### config.mk
export PLATFORM = sky130hd
export DESIGN_NAME = cpu_step_sequencer
export DESIGN_NICKNAME = d
export VERILOG_FILES = /design/src/rtl/cpu_seq_pkg.sv /design/src/rtl/seq_wait_timer.sv /design/src/rtl/cpu_step_sequencer.sv
export SDC_FILE = /design/constraint.sdc
export NUM_CORES = 1
export LEC_CHECK = 0
export CAP_MARGIN = 20
export CORE_MARGIN = 2
export CORE_UTILIZATION = 39
export DETAILED_ROUTE_END_ITERATION = 12
export PLACE_DENSITY = 0.78
export SYNTH_ARGS = -nofsm -noshare
export SYNTH_HDL_FRONTEND = slang
export SYNTH_SLANG_ARGS = --single-unit
### constraint.sdc
create_clock -name Clk -period 2.1 [get_ports Clk]
set_clock_uncertainty 0.2 [all_clocks]
set_input_delay 0.21 -clock Clk [delete_from_list [all_inputs] [get_ports Clk]]
set_output_delay 0.21 -clock Clk [all_outputs]
set_load 0.01 [all_outputs]
### src/rtl/cpu_seq_pkg.sv
// Shared definitions for the CPU step sequencer: state codes, PC mux selects
// and the default halt opcode.
package cpu_seq_pkg;

  typedef enum logic [2:0] {
    ST_IDLE      = 3'd0,
    ST_FETCH     = 3'd1,
    ST_DECODE    = 3'd2,
    ST_EXECUTE   = 3'd3,
    ST_MEMORY    = 3'd4,
    ST_WRITEBACK = 3'd5,
    ST_HALT      = 3'd6,
    ST_ERROR     = 3'd7
  } seq_state_e;

  localparam logic [1:0] PC_SEL_INC = 2'b00;
  localparam logic [1:0] PC_SEL_BR  = 2'b01;
  localparam logic [1:0] PC_SEL_JMP = 2'b10;

  localparam logic [3:0] HALT_OPCODE_DEF = 4'hF;

endpackage

### src/rtl/seq_wait_timer.sv
// Memory wait timer: counts unready cycles; expired flags the cycle in which
// the MEM_TIMEOUT-th consecutive unready cycle is being counted.
module seq_wait_timer #(
  parameter int MEM_TIMEOUT = 16
) (
  input  logic Clk,
  input  logic Rst,
  input  logic clear,
  input  logic count,
  output logic expired
);

  localparam int W = $clog2(MEM_TIMEOUT + 1);

  logic [W-1:0] cnt;

  assign expired = count && (cnt == W'(MEM_TIMEOUT - 1));

  always_ff @(posedge Clk or negedge Rst) begin
    if (!Rst)       cnt <= '0;
    else if (clear) cnt <= '0;
    else if (count) cnt <= cnt + W'(1);
  end

endmodule

### src/rtl/cpu_step_sequencer.sv
// Multi-cycle FETCH/DECODE/EXECUTE/MEMORY/WRITEBACK sequencer with memory
// handshakes, halt and timeout. Define SEQ_PERF_CNT_EN to add perf counters.
module cpu_step_sequencer
  import cpu_seq_pkg::*;
#(
  parameter logic [3:0] HALT_OPCODE = HALT_OPCODE_DEF,
  parameter int         MEM_TIMEOUT = 16,
  parameter int         CNT_W       = 32
) (
  input  logic             Clk,
  input  logic             Rst,
  input  logic             Start,
  input  logic [3:0]       Opcode,
  input  logic             Jump,
  input  logic             Branch,
  input  logic             Zero,
  input  logic             Sig_Mem_Read,
  input  logic             Sig_Mem_Write,
  input  logic             Sig_Reg_Write,
  input  logic             Imem_Ready,
  input  logic             Dmem_Ready,
  output logic             Imem_Req,
  output logic             Ir_Load,
  output logic             Dmem_Req,
  output logic             Dmem_We,
  output logic             Reg_Write_En,
  output logic             Pc_Write,
  output logic [1:0]       Pc_Sel,
  output logic             Busy,
  output logic             Halted,
  output logic             Error,
  output logic [2:0]       State
`ifdef SEQ_PERF_CNT_EN
  ,
  output logic [CNT_W-1:0] Cycle_Cnt,
  output logic [CNT_W-1:0] Instr_Cnt
`endif
);

  seq_state_e state, state_n;
  logic       tmr_clear, tmr_count, tmr_expired;

  seq_wait_timer #(.MEM_TIMEOUT(MEM_TIMEOUT)) u_tmr (
    .Clk     (Clk),
    .Rst     (Rst),
    .clear   (tmr_clear),
    .count   (tmr_count),
    .expired (tmr_expired)
  );

  always_ff @(posedge Clk or negedge Rst) begin
    if (!Rst) state <= ST_IDLE;
    else      state <= state_n;
  end

  // Timer only runs while a request is outstanding and unanswered; any other
  // cycle clears it, which covers clearing on entry to FETCH/MEMORY.
  always_comb begin
    state_n      = state;
    Imem_Req     = 1'b0;
    Ir_Load      = 1'b0;
    Dmem_Req     = 1'b0;
    Dmem_We      = 1'b0;
    Reg_Write_En = 1'b0;
    Pc_Write     = 1'b0;
    Pc_Sel       = PC_SEL_INC;
    tmr_clear    = 1'b1;
    tmr_count    = 1'b0;
    case (state)
      ST_IDLE: if (Start) state_n = ST_FETCH;
      ST_FETCH: begin
        Imem_Req = 1'b1;
        if (Imem_Ready) begin
          Ir_Load = 1'b1;
          state_n = ST_DECODE;
        end else begin
          tmr_clear = 1'b0;
          tmr_count = 1'b1;
          if (tmr_expired) state_n = ST_ERROR;
        end
      end
      ST_DECODE: state_n = (Opcode == HALT_OPCODE) ? ST_HALT : ST_EXECUTE;
      ST_EXECUTE: begin
        if (Jump) begin
          Pc_Write = 1'b1;
          Pc_Sel   = PC_SEL_JMP;
          state_n  = ST_FETCH;
        end else if (Branch) begin
          Pc_Write = 1'b1;
          Pc_Sel   = Zero ? PC_SEL_BR : PC_SEL_INC;
          state_n  = ST_FETCH;
        end else if (Sig_Mem_Read || Sig_Mem_Write) begin
          state_n  = ST_MEMORY;
        end else if (Sig_Reg_Write) begin
          state_n  = ST_WRITEBACK;
        end else begin
          Pc_Write = 1'b1;
          state_n  = ST_FETCH;
        end
      end
      ST_MEMORY: begin
        Dmem_Req = 1'b1;
        Dmem_We  = Sig_Mem_Write;
        if (Dmem_Ready) begin
          if (Sig_Mem_Read) begin
            state_n = ST_WRITEBACK;
          end else begin
            Pc_Write = 1'b1;
            state_n  = ST_FETCH;
          end
        end else begin
          tmr_clear = 1'b0;
          tmr_count = 1'b1;
          if (tmr_expired) state_n = ST_ERROR;
        end
      end
      ST_WRITEBACK: begin
        Reg_Write_En = 1'b1;
        Pc_Write     = 1'b1;
        state_n      = ST_FETCH;
      end
      default: state_n = state;
    endcase
  end

  assign Busy   = !(state inside {ST_IDLE, ST_HALT, ST_ERROR});
  assign Halted = (state == ST_HALT);
  assign Error  = (state == ST_ERROR);
  assign State  = state;

`ifdef SEQ_PERF_CNT_EN
  always_ff @(posedge Clk or negedge Rst) begin
    if (!Rst) begin
      Cycle_Cnt <= '0;
      Instr_Cnt <= '0;
    end else begin
      if (Busy && !(&Cycle_Cnt))     Cycle_Cnt <= Cycle_Cnt + CNT_W'(1);
      if (Pc_Write && !(&Instr_Cnt)) Instr_Cnt <= Instr_Cnt + CNT_W'(1);
    end
  end
`endif

endmodule

==> out/metrics.yaml, run 1 <==
outcome: "finished, final reports clean"
wl_per_cell_um: 13.1
maxSlewHeadroom: 0.775
dr.pass1.iters: 3
ant_nets: 0
rr_worst_depth: 7
r2r-start: "u_tmr.cnt[0]$_DFFE_PN0P_"
n_antenna_cell: 0
cpLargestDelayFamily: "buffers and inverters"
drc: 0
die-height_um: 42.9
hold_ws_ns: 0.0200
hold_class: "in2async"
nFillCells: 138
vias_per_cell: 5.05
cts.path.max_buffers: 2
cp.depth: 4
wl_um: 1580
cts_root_buf: "clkbuf_4"
setup_tns_ns: 0
netlist_area_um2: 589
clkTransAtPathRegs_ns: 0.05
area_growth_pct: 61.6
register_area_um2: 203
grt_pass1_vias: 580
die_width_um: 42.9
setup_violations: 0
ys_ff_latch: 8
powerDensity_mw_per_mm2: 329
die_area_mm2: 0.00184
worstPathRequired_ns: 1.69
yosysUniqueCellTypes: 31
r2r-end: "State[0]$_DFFE_PN0P_"
start_kind: "register"
core-area_mm2: 0.00145
yosys-top-cells-area: "dfrtp_1, nor2_1, nor3_1"
r2r_slack_ns: 0.30
finalHoldViolCount: 0
layout_setup_ws_ns: 0.0858
synthFlopType: "dfrtp_1"
tightest_slew_ns: 0.337
fmax_mhz: 496
synthArstFlopShare: 1.00
synth.net_count: 86
dpl.hpwl_um: 1220
vias: 606
cpPeakStageDelay_ns: 0.48
gp_congestion: 0.804
path_buf_inv: 2
slowest_stage: "clkdlybuf4s50_1"
fin_cells: 120
use_met1: 0.221
drv.max_cap_violation_count: 0
synth_top_area_frac: 0.340
min_period_ns: 2.01
path_cells: "buf_4, nor3_1, a21oi_1, clkdlybuf4s50_1"
yosysMostFrequentCell: "nor2_1"
p_leak_nw: 0.467
cp-endpoint: "Busy"
clk_latency_ns: 0.26
htree_levels: 1
fin_nets: 123
row_count: 14
crit_start: "State[0]$_DFFE_PN0P_"
pin_count: 29
dr.first_iter.drc_count: 4
grt_usage: 0.192
cts_tree: "done"
preCtsSetupSlack_ns: -0.00450
synthTopCellsByCount: "nor2_1, dfrtp_1, nand2_1, nor3_1"
avgSynthCellArea_um2: 8.54
io_buffers: 28
post-route-period-util: 0.959
ys_warn_count: 0
worstPathArrival_ns: 1.60
dp_cells: 113
rsz0062_at_grt: "no"
gr-total-overflow: 0
synth_top_area_cell: "dfrtp_1"
grt_use_met2: 0.327
cts.sinks: 8
synth_cells: 69
cp_max_fo: 10
criticalPathCategory: "reg2out"
synth_edf_count: 0
worst_setup_path_end_kind: "output pin"
grt_pass1_wl_um: 2570
busiest_layer: "met2"
grt_max_degree: 15
drive_above_1_share: 0.231
cts_buffers: 3
yosysSeqAreaShare: 0.340
drv_slew: 0
start_util: 0.405
multiInputGateArea_um2: 354
met3_usage: 0.0340
vdd_ir_drop_max_mv: 0.347
cts_hold_buf: 0
antenna_found_initial: 0
[per-stage QoR]
step | power (W) | utilization | area (um^2)
floorplan | 0.000166 | - | 589
global placement | 0.000198 | 0.607 | 882
detailed placement | 0.000199 | 0.607 | 882
CTS | 0.000315 | 0.627 | 912
global route | 0.000328 | 0.655 | 952
finish | 0.000313 | 0.655 | 952
[registers in the layout, indices dropped and copies added (netlist names)]
| register | count |
|---|---|
| u_tmr.cnt | 5 |
| State | 3 |
[repair_timing]
item,CTS,global route
setup endpoints to repair,5,4
setup buffers,0,4
resized for setup,6,4
gates cloned,0,0
[metal layers]
metal | share of wire | up-vias | routed length (um)
met4 | 0.028 | 0 | 44
met5 | 0 | - | 0
met2 | 0.51 | 22 | 812
li1 | - | 314 | -
met1 | 0.39 | 265 | 620
met3 | 0.063 | 5 | 100
[cell usage in the layout, fill, tap and decap left out, types with 3 or more instances in the layout]
cell type / synthesis / layout
nand2_1: 6 / 6
nor3_1: 6 / 4
nor2_1: 9 / 9
clkbuf_4: 0 / 3
dlygate4sd2_1: 0 / 3
buf_4: 1 / 6
a21oi_1: 4 / 4
and3_1: 4 / 4
clkdlybuf4s50_1: 0 / 23
dfrtp_1: 8 / 6
[layout make-up]
class,count,area share
clock buffer,3,0.0237
inverter,4,0.0158
multi-input combinational,54,0.372
sequential,8,0.213
tap,16,0.0210
timing repair buffer,35,0.355
[power by group]
| part | internal [W] | switching (W) |
|---|---|---|
| Sequential | 0.000154 | 0 |
| Clock | 0.0000653 | 0.0000507 |
| Combinational | 0.0000284 | 0.0000145 |
[cell families (layout without fill, tap and decap cells)]
group | Yosys count | count (layout) | share of synthesized area
AO/OA/AOI/OAI | 10 | 10 | 0.115
XOR/XNOR | 2 | 2 | 0.0297
adder cells (fa/ha/maj) | 2 | 2 | 0.0425
buffers and inverters | 7 | 42 | 0.0764
flip-flops | 8 | 8 | 0.340
multiplexers | 1 | 1 | 0.0255
AND/OR/NAND/NOR | 39 | 39 | 0.372
[worst min path at each step]
| stage | from | to | slack, ns | cells after the start |
|---|---|---|---|---|
| after floorplan | Rst | State[0]$_DFFE_PN0P_ | -0.29 | 0 |
| after global placement | u_tmr.cnt[0]$_DFFE_PN0P_ | u_tmr.cnt[0]$_DFFE_PN0P_ | 0.25 | 1 |
| after detailed placement | u_tmr.cnt[0]$_DFFE_PN0P_ | u_tmr.cnt[0]$_DFFE_PN0P_ | 0.25 | 1 |
| after CTS | Rst | u_tmr.cnt[2]$_DFFE_PN0P_ | 0.04 | 1 |
| after global routing | Rst | u_tmr.cnt[2]$_DFFE_PN0P_ | 0.06 | 1 |
| final | Rst | u_tmr.cnt[2]$_DFFE_PN0P_ | 0.02 | 1 |
No activity file was read; power rests on OpenSTA's default activity.
==> inputs of run 2 (changes only) <==
SLEW_MARGIN = 20   (was default)
==> results of run 2 <==
Same layout as run 1: the final DEF is identical, and so are final timing and power.
